**src/rtl/ex_div_ctrl.sv**
```systemverilog
// ex_div_ctrl: EX-stage sequencer for the iterative divider; optional result cache under EX_DIV_CACHE_EN
module ex_div_ctrl (
   input  logic        clk,
   input  logic        reset,
   input  logic        issue_valid_i,
   input  logic [4:0]  issue_funct_i,
   input  logic [31:0] issue_op1_i,
   input  logic [31:0] issue_op2_i,
   input  logic [4:0]  issue_rd_i,
   input  logic        flush_i,
   output logic        stall_o,
   output logic        busy_o,
   output logic        div_stb_o,
   output logic [4:0]  div_funct_o,
   output logic [31:0] div_op1_o,
   output logic [31:0] div_op2_o,
   input  logic [31:0] div_res_i,
   input  logic        div_done_i,
   output logic        wb_valid_o,
   output logic [4:0]  wb_rd_o,
   output logic [31:0] wb_data_o
);
   typedef enum logic [4:0] {
      IDLE  = 5'b00001,
      REQ   = 5'b00010,
      WAIT  = 5'b00100,
      DRAIN = 5'b01000,
      WB    = 5'b10000
   } state_t;

   state_t      state_q, state_d;
   logic [4:0]  funct_q, funct_d, rd_q, rd_d;
   logic [31:0] op1_q, op1_d, op2_q, op2_d, res_q, res_d;
   logic        is_div, accept, sgn, quo, by_zero, ovf, special, hit, done_ok;
   logic [31:0] spec_res, hit_res;

   assign is_div   = issue_valid_i && (issue_funct_i inside {5'b10010, 5'b10011, 5'b10100, 5'b10101});
   assign accept   = is_div && !flush_i && (state_q == IDLE);
   assign sgn      = !issue_funct_i[0];
   assign quo      = !issue_funct_i[2];
   assign by_zero  = issue_op2_i == 32'd0;
   assign ovf      = sgn && issue_op1_i == 32'h8000_0000 && issue_op2_i == 32'hFFFF_FFFF;
   assign special  = by_zero || ovf;
   assign spec_res = by_zero ? (quo ? 32'hFFFF_FFFF : issue_op1_i) : (quo ? 32'h8000_0000 : 32'd0);
   assign done_ok  = (state_q == WAIT) && div_done_i && !flush_i;

`ifdef EX_DIV_CACHE_EN
   logic        c_v_q, c_v_d, c_sgn_q, c_sgn_d, c_qv_q, c_qv_d, c_rv_q, c_rv_d, c_same;
   logic [31:0] c_op1_q, c_op1_d, c_op2_q, c_op2_d, c_quo_q, c_quo_d, c_rem_q, c_rem_d;

   assign hit     = c_v_q && c_op1_q == issue_op1_i && c_op2_q == issue_op2_i &&
                    c_sgn_q == sgn && (quo ? c_qv_q : c_rv_q);
   assign hit_res = quo ? c_quo_q : c_rem_q;
   assign c_same  = c_v_q && c_op1_q == op1_q && c_op2_q == op2_q && c_sgn_q == !funct_q[0];

   // Record each divider result; a new operand pair discards the other half of the entry
   always_comb begin
      c_v_d   = c_v_q;
      c_sgn_d = c_sgn_q;
      c_qv_d  = c_qv_q;
      c_rv_d  = c_rv_q;
      c_op1_d = c_op1_q;
      c_op2_d = c_op2_q;
      c_quo_d = c_quo_q;
      c_rem_d = c_rem_q;
      if (done_ok) begin
         if (!c_same) begin
            c_v_d   = 1'b1;
            c_sgn_d = !funct_q[0];
            c_op1_d = op1_q;
            c_op2_d = op2_q;
            c_qv_d  = 1'b0;
            c_rv_d  = 1'b0;
         end
         if (!funct_q[2]) begin
            c_quo_d = div_res_i;
            c_qv_d  = 1'b1;
         end else begin
            c_rem_d = div_res_i;
            c_rv_d  = 1'b1;
         end
      end
   end

   // Cache storage, cleared only by reset
   always_ff @(posedge clk) begin
      if (reset) begin
         c_v_q   <= 1'b0;
         c_sgn_q <= 1'b0;
         c_qv_q  <= 1'b0;
         c_rv_q  <= 1'b0;
         c_op1_q <= '0;
         c_op2_q <= '0;
         c_quo_q <= '0;
         c_rem_q <= '0;
      end else begin
         c_v_q   <= c_v_d;
         c_sgn_q <= c_sgn_d;
         c_qv_q  <= c_qv_d;
         c_rv_q  <= c_rv_d;
         c_op1_q <= c_op1_d;
         c_op2_q <= c_op2_d;
         c_quo_q <= c_quo_d;
         c_rem_q <= c_rem_d;
      end
   end
`else
   assign hit     = 1'b0;
   assign hit_res = 32'd0;
`endif

   // Next state, operand latching and per-state outputs
   always_comb begin
      state_d    = state_q;
      funct_d    = funct_q;
      rd_d       = rd_q;
      op1_d      = op1_q;
      op2_d      = op2_q;
      res_d      = res_q;
      stall_o    = 1'b0;
      div_stb_o  = 1'b0;
      wb_valid_o = 1'b0;
      case (state_q)
         IDLE: begin
            if (accept) begin
               stall_o = 1'b1;
               funct_d = issue_funct_i;
               rd_d    = issue_rd_i;
               op1_d   = issue_op1_i;
               op2_d   = issue_op2_i;
               res_d   = special ? spec_res : hit_res;
               state_d = (special || hit) ? WB : REQ;
            end
         end
         REQ: begin
            stall_o   = 1'b1;
            div_stb_o = 1'b1;
            state_d   = flush_i ? DRAIN : WAIT;
         end
         WAIT: begin
            stall_o = 1'b1;
            res_d   = done_ok ? div_res_i : res_q;
            state_d = flush_i ? (div_done_i ? IDLE : DRAIN) : (div_done_i ? WB : WAIT);
         end
         DRAIN: begin
            stall_o = 1'b1;
            state_d = div_done_i ? IDLE : DRAIN;
         end
         WB: begin
            wb_valid_o = !flush_i;
            state_d    = IDLE;
         end
         default: state_d = IDLE;
      endcase
   end

   // State and latch registers
   always_ff @(posedge clk) begin
      if (reset) begin
         state_q <= IDLE;
         funct_q <= '0;
         rd_q    <= '0;
         op1_q   <= '0;
         op2_q   <= '0;
         res_q   <= '0;
      end else begin
         state_q <= state_d;
         funct_q <= funct_d;
         rd_q    <= rd_d;
         op1_q   <= op1_d;
         op2_q   <= op2_d;
         res_q   <= res_d;
      end
   end

   assign busy_o      = state_q != IDLE;
   assign div_funct_o = funct_q;
   assign div_op1_o   = op1_q;
   assign div_op2_o   = op2_q;
   assign wb_rd_o     = rd_q;
   assign wb_data_o   = res_q;
endmodule
```
**config.mk**
```make
export PLATFORM = sky130hd
export DESIGN_NAME = ex_div_ctrl
export DESIGN_NICKNAME = d
export VERILOG_FILES = /design/src/rtl/ex_div_ctrl.sv
export SDC_FILE = /design/constraint.sdc
export NUM_CORES = 1
export LEC_CHECK = 0
export CAP_MARGIN = 20
export CORE_UTILIZATION = 44
export DETAILED_ROUTE_END_ITERATION = 8
export HOLD_SLACK_MARGIN = 0.06
export PLACE_DENSITY = 0.95
export SLEW_MARGIN = 20
export SYNTH_ARGS = -nofsm -noshare
export SYNTH_HDL_FRONTEND = slang
export SYNTH_SLANG_ARGS = --single-unit
export TNS_END_PERCENT = 5
```
**constraint.sdc**
```tcl
create_clock -name clk -period 8.9 [get_ports clk]
set_input_delay 2.67 -clock clk [delete_from_list [all_inputs] [get_ports clk]]
set_output_delay 2.67 -clock clk [all_outputs]
set_load 0.05 [all_outputs]
```
==> implementation parameters <==
Parameter                              Value

Clock network
  Clock latency at the later pin of the worst-skew pair ... 360 ps
  Number of hold buffers added after cts ... 0
  # H-tree levels ... 3
  CTS root buffer ... sky130_fd_sc_hd__clkbuf_8
  Buffers inserted during post-CTS setup optimization ... 0
  Worst-path clk slew ... 100 ps
  Number of buffers added by the clock tree synthesis step ... 9
  Maximum buffer depth of the clock tree ... 2
  Clock sink count ... 111
  PostCTS Resize Cnt ... 0
  CTS tree ... built

Job
  Max-cap violation count ... 0

Timing
  Setup repair after global routing missed its margin ... no
  Total negative slack for setup checks ... 0 ps
  Total setup violations reported at the end of the flow ... 0
  Worst rel slew slack ... 25.66%
  Endpoints failing hold ... 0
  Slew @ Worst Pin ... 1115 ps
  Pins over their slew limit ... 0
  Clock period minus final worst setup slack ... 7746 ps
  Max Clock Skew ... 9.291 ps
  Worst hold margin ... 463.2 ps
  Final worst path period share ... 87.03%
  Final worst setup slack ... 1154 ps
  F_max ... 129.1 MHz

Finish
  P&R area growth vs syn ... 51.89%
  Commonest non-fill, non-tap cells in the layout ... 219 x sky130_fd_sc_hd__clkdlybuf4s50_1, 147 x sky130_fd_sc_hd__nand2_1, 111 x sky130_fd_sc_hd__dfxtp_1, 74 x sky130_fd_sc_hd__a21oi_1, 46 x sky130_fd_sc_hd__nor2_1
  Most frequent standard cell in the layout excluding fill and tap cells ... sky130_fd_sc_hd__clkdlybuf4s50_1
  Share of the core filled with cells in the final layout ... 68.94%
  Total Nets Final ... 904
  Filler Cells Inserted ... 832
  Antenna diode count ... 0
  Layout cell share with drive strength beyond 1 ... 3.383%

Global route
  Global-route wire length before repair ... 27.05 mm
  Pin count of the biggest net entering global routing ... roughly 110
  Total global routing overflow ... 0
  Initial antenna violation count ... 0
  Vias in the first global route ... roughly 5,200
  All-layer global routing usage ... 30.89%

Worst hold path
  Hold path endpoint ... div_op1_o[15]$_SDFFE_PP0P_
  Hold Path Class ... flop to flop
  Number of cells traversed by the worst hold path ... 2
  Hold Startpoint ... div_op1_o[15]$_SDFFE_PP0P_

Route
  Number of violations reported at the end of detailed-routing iteration 0 ... about 420
  DR DRC count ... 0
  Number of nets with antenna violations after routing ... 0
  Mean number of vias per cell ... 5.851
  TritonRoute pass-1 iters ... 6
  Total via count in the routed design ... between 5,000 and 6,000
  DR WL/cell ... around 19 um
  Total routed wirelength ... 17.47 mm

Synth
  Yosys warns ... 0
  Async set-or-reset flop fraction in the synthesized netlist ... 0%
  Top cell type's share of synthesized area ... 47.21%
  Post-Syn Nets ... 711
  Cell area after technology mapping ... 4707 um^2
  Top cells by area, synth ... sky130_fd_sc_hd__dfxtp_1 47%, sky130_fd_sc_hd__nand2_1 12%, sky130_fd_sc_hd__a21oi_1 8.0%, sky130_fd_sc_hd__a221oi_1 6.0%, sky130_fd_sc_hd__nand2b_1 4.5%
  Synthesized instance count ... 600
  Distinct cells, synth ... 35
  EDFF count, synth ... 0
  Avg Cell Area, Syn ... 7.845 um^2
  Register area share after synthesis ... 47.21%
  Seq cells post-synth ... 111
  Primary FF master, synth ... sky130_fd_sc_hd__dfxtp_1
  Cell taking the most area after synthesis ... sky130_fd_sc_hd__dfxtp_1

Place
  Routability congestion estimate from global placement ... 0.8860
  Place WS ... 1232 ps
  PortBufs ... between 200 and 250
  Dpl hpwl ... 13.12 mm

Setup path
  Worst Reg-to-Reg Cells ... 6
  Data arrival time of the worst path ... 5080 ps
  CP Capture Type ... primary output
  Reg2reg start ... state_q[1]$_SDFFE_PP0P_
  Path type of the worst setup path ... input pin to primary output
  Critical path required time ... 6230 ps
  Cell with the largest stage delay on the worst path ... sky130_fd_sc_hd__clkdlybuf4s50_1
  Most prevalent standard cell on the critical path ... sky130_fd_sc_hd__clkdlybuf4s50_1
  End of the worst register-to-register path ... wb_data_o[31]$_SDFFE_PP0P_
  CP max FO ... 6
  Startpoint types ... input pin
  Register-to-register path setup slack ... 6130 ps
  List of cells traversed by the critical path ... clkdlybuf4s50_1 > nor4bb_1 > nand4_1 > a21oi_1 > clkdlybuf4s50_1
  Highest cell delay on the worst timing path ... between 800 and 900 ps

Floorplan
  Core region area ... 10,370 um^2
  Number of rows in the core area ... 37
  Total die area ... 11,120 um^2
  Top-Level Pins ... 221
  Die Ht ... 105.4 um
  Initial core utilization ... 45.39%
  Floorplan die width ... between 100 and 150 um

Power
  Worst-case vdd ir drop ... slightly below 0.08 mV
  Static Leakage ... approximately 0.0023 uW
  Power density over cell area ... between 100 and 150 nW/um^2

Run status
  Result of the run ... finished clean
through the flow:
step / total power, uW / cells / instance area, um^2
floorplan: 584.7 / 600 / 4707
global placement: 674.2 / 918 / 6967
detailed placement: 677.4 / 918 / 6967
CTS: 954.5 / 934 / 7149
global route: 987.2 / 934 / 7149
finish: 952.2 / 934 / 7149
worst max-delay path by stage:
stage                            end  slack (ps)     from
final                        stall_o        1150  flush_i
after global routing         stall_o        1110  flush_i
after CTS                    stall_o        1230  flush_i
after detailed placement     stall_o        1230  flush_i
after global placement       stall_o        1370  flush_i
after floorplan           wb_valid_o        1920  flush_i
worst max-delay path, delay by kind of cell:
| family | cells | cell delay (ps) |
|---|---|---|
| compound gates | 1 | 210 |
| simple gates | 2 | 860 |
| buf+inv | 2 | 1340 |
state kept, by name, indices dropped and copies added (netlist names):
| register | count |
|---|---|
| wb_rd_o | 5 |
| state_q | 5 |
| div_op2_o | 32 |
| div_funct_o | 5 |
| div_op1_o | 32 |
| wb_data_o | 32 |
cell families after synthesis:
family	share of synthesized area, %
xor+xnor	0.1861
buf+inv	3.668
simple gates	33.47
flops	47.21
compound gates	15.47
Yosys cell counts, drive strengths merged (2+ instances only):
master and n:
nor4b 4, a221oi 32, inv 2, a31oi 2, clkbuf 40, or3 3, nor2 46, dfxtp 111
nor4bb 2, a21oi 75, nand4 18, nor3b 2, nand2b 34, nor3 35, nor4 18, and4 4
buf 4, or4 2, nand2 147, nand4b 3, a211oi 3
cell type report:
class / count / area [um^2] / share of cell area (%)
Multi-Input combinational cell: 443 / 2322 / 32.48
Timing Repair Buffer: 226 / 2245 / 31.40
Sequential cell: 111 / 2222 / 31.08
Tap cell: 136 / 170.2 / 2.380
Clock buffer: 10 / 137.6 / 1.925
Clock inverter: 6 / 45.04 / 0.6300
Inverter: 2 / 7.507 / 0.1050
power breakdown:
group	internal, uW	switching (uW)
clock network	111	173
registers	505	4.74
logic	70.8	87.9
total	686	266
metal layers:
layer	vias to the layer above	wire [um]	global-route usage [%]
met3	62	1621	7.669
met1	2568	6851	38.55
met2	325	8316	50.14
met5	-	0	0
li1	2510	-	-
met4	0	675	14.08
No activity file was read; power rests on OpenSTA's default activity.
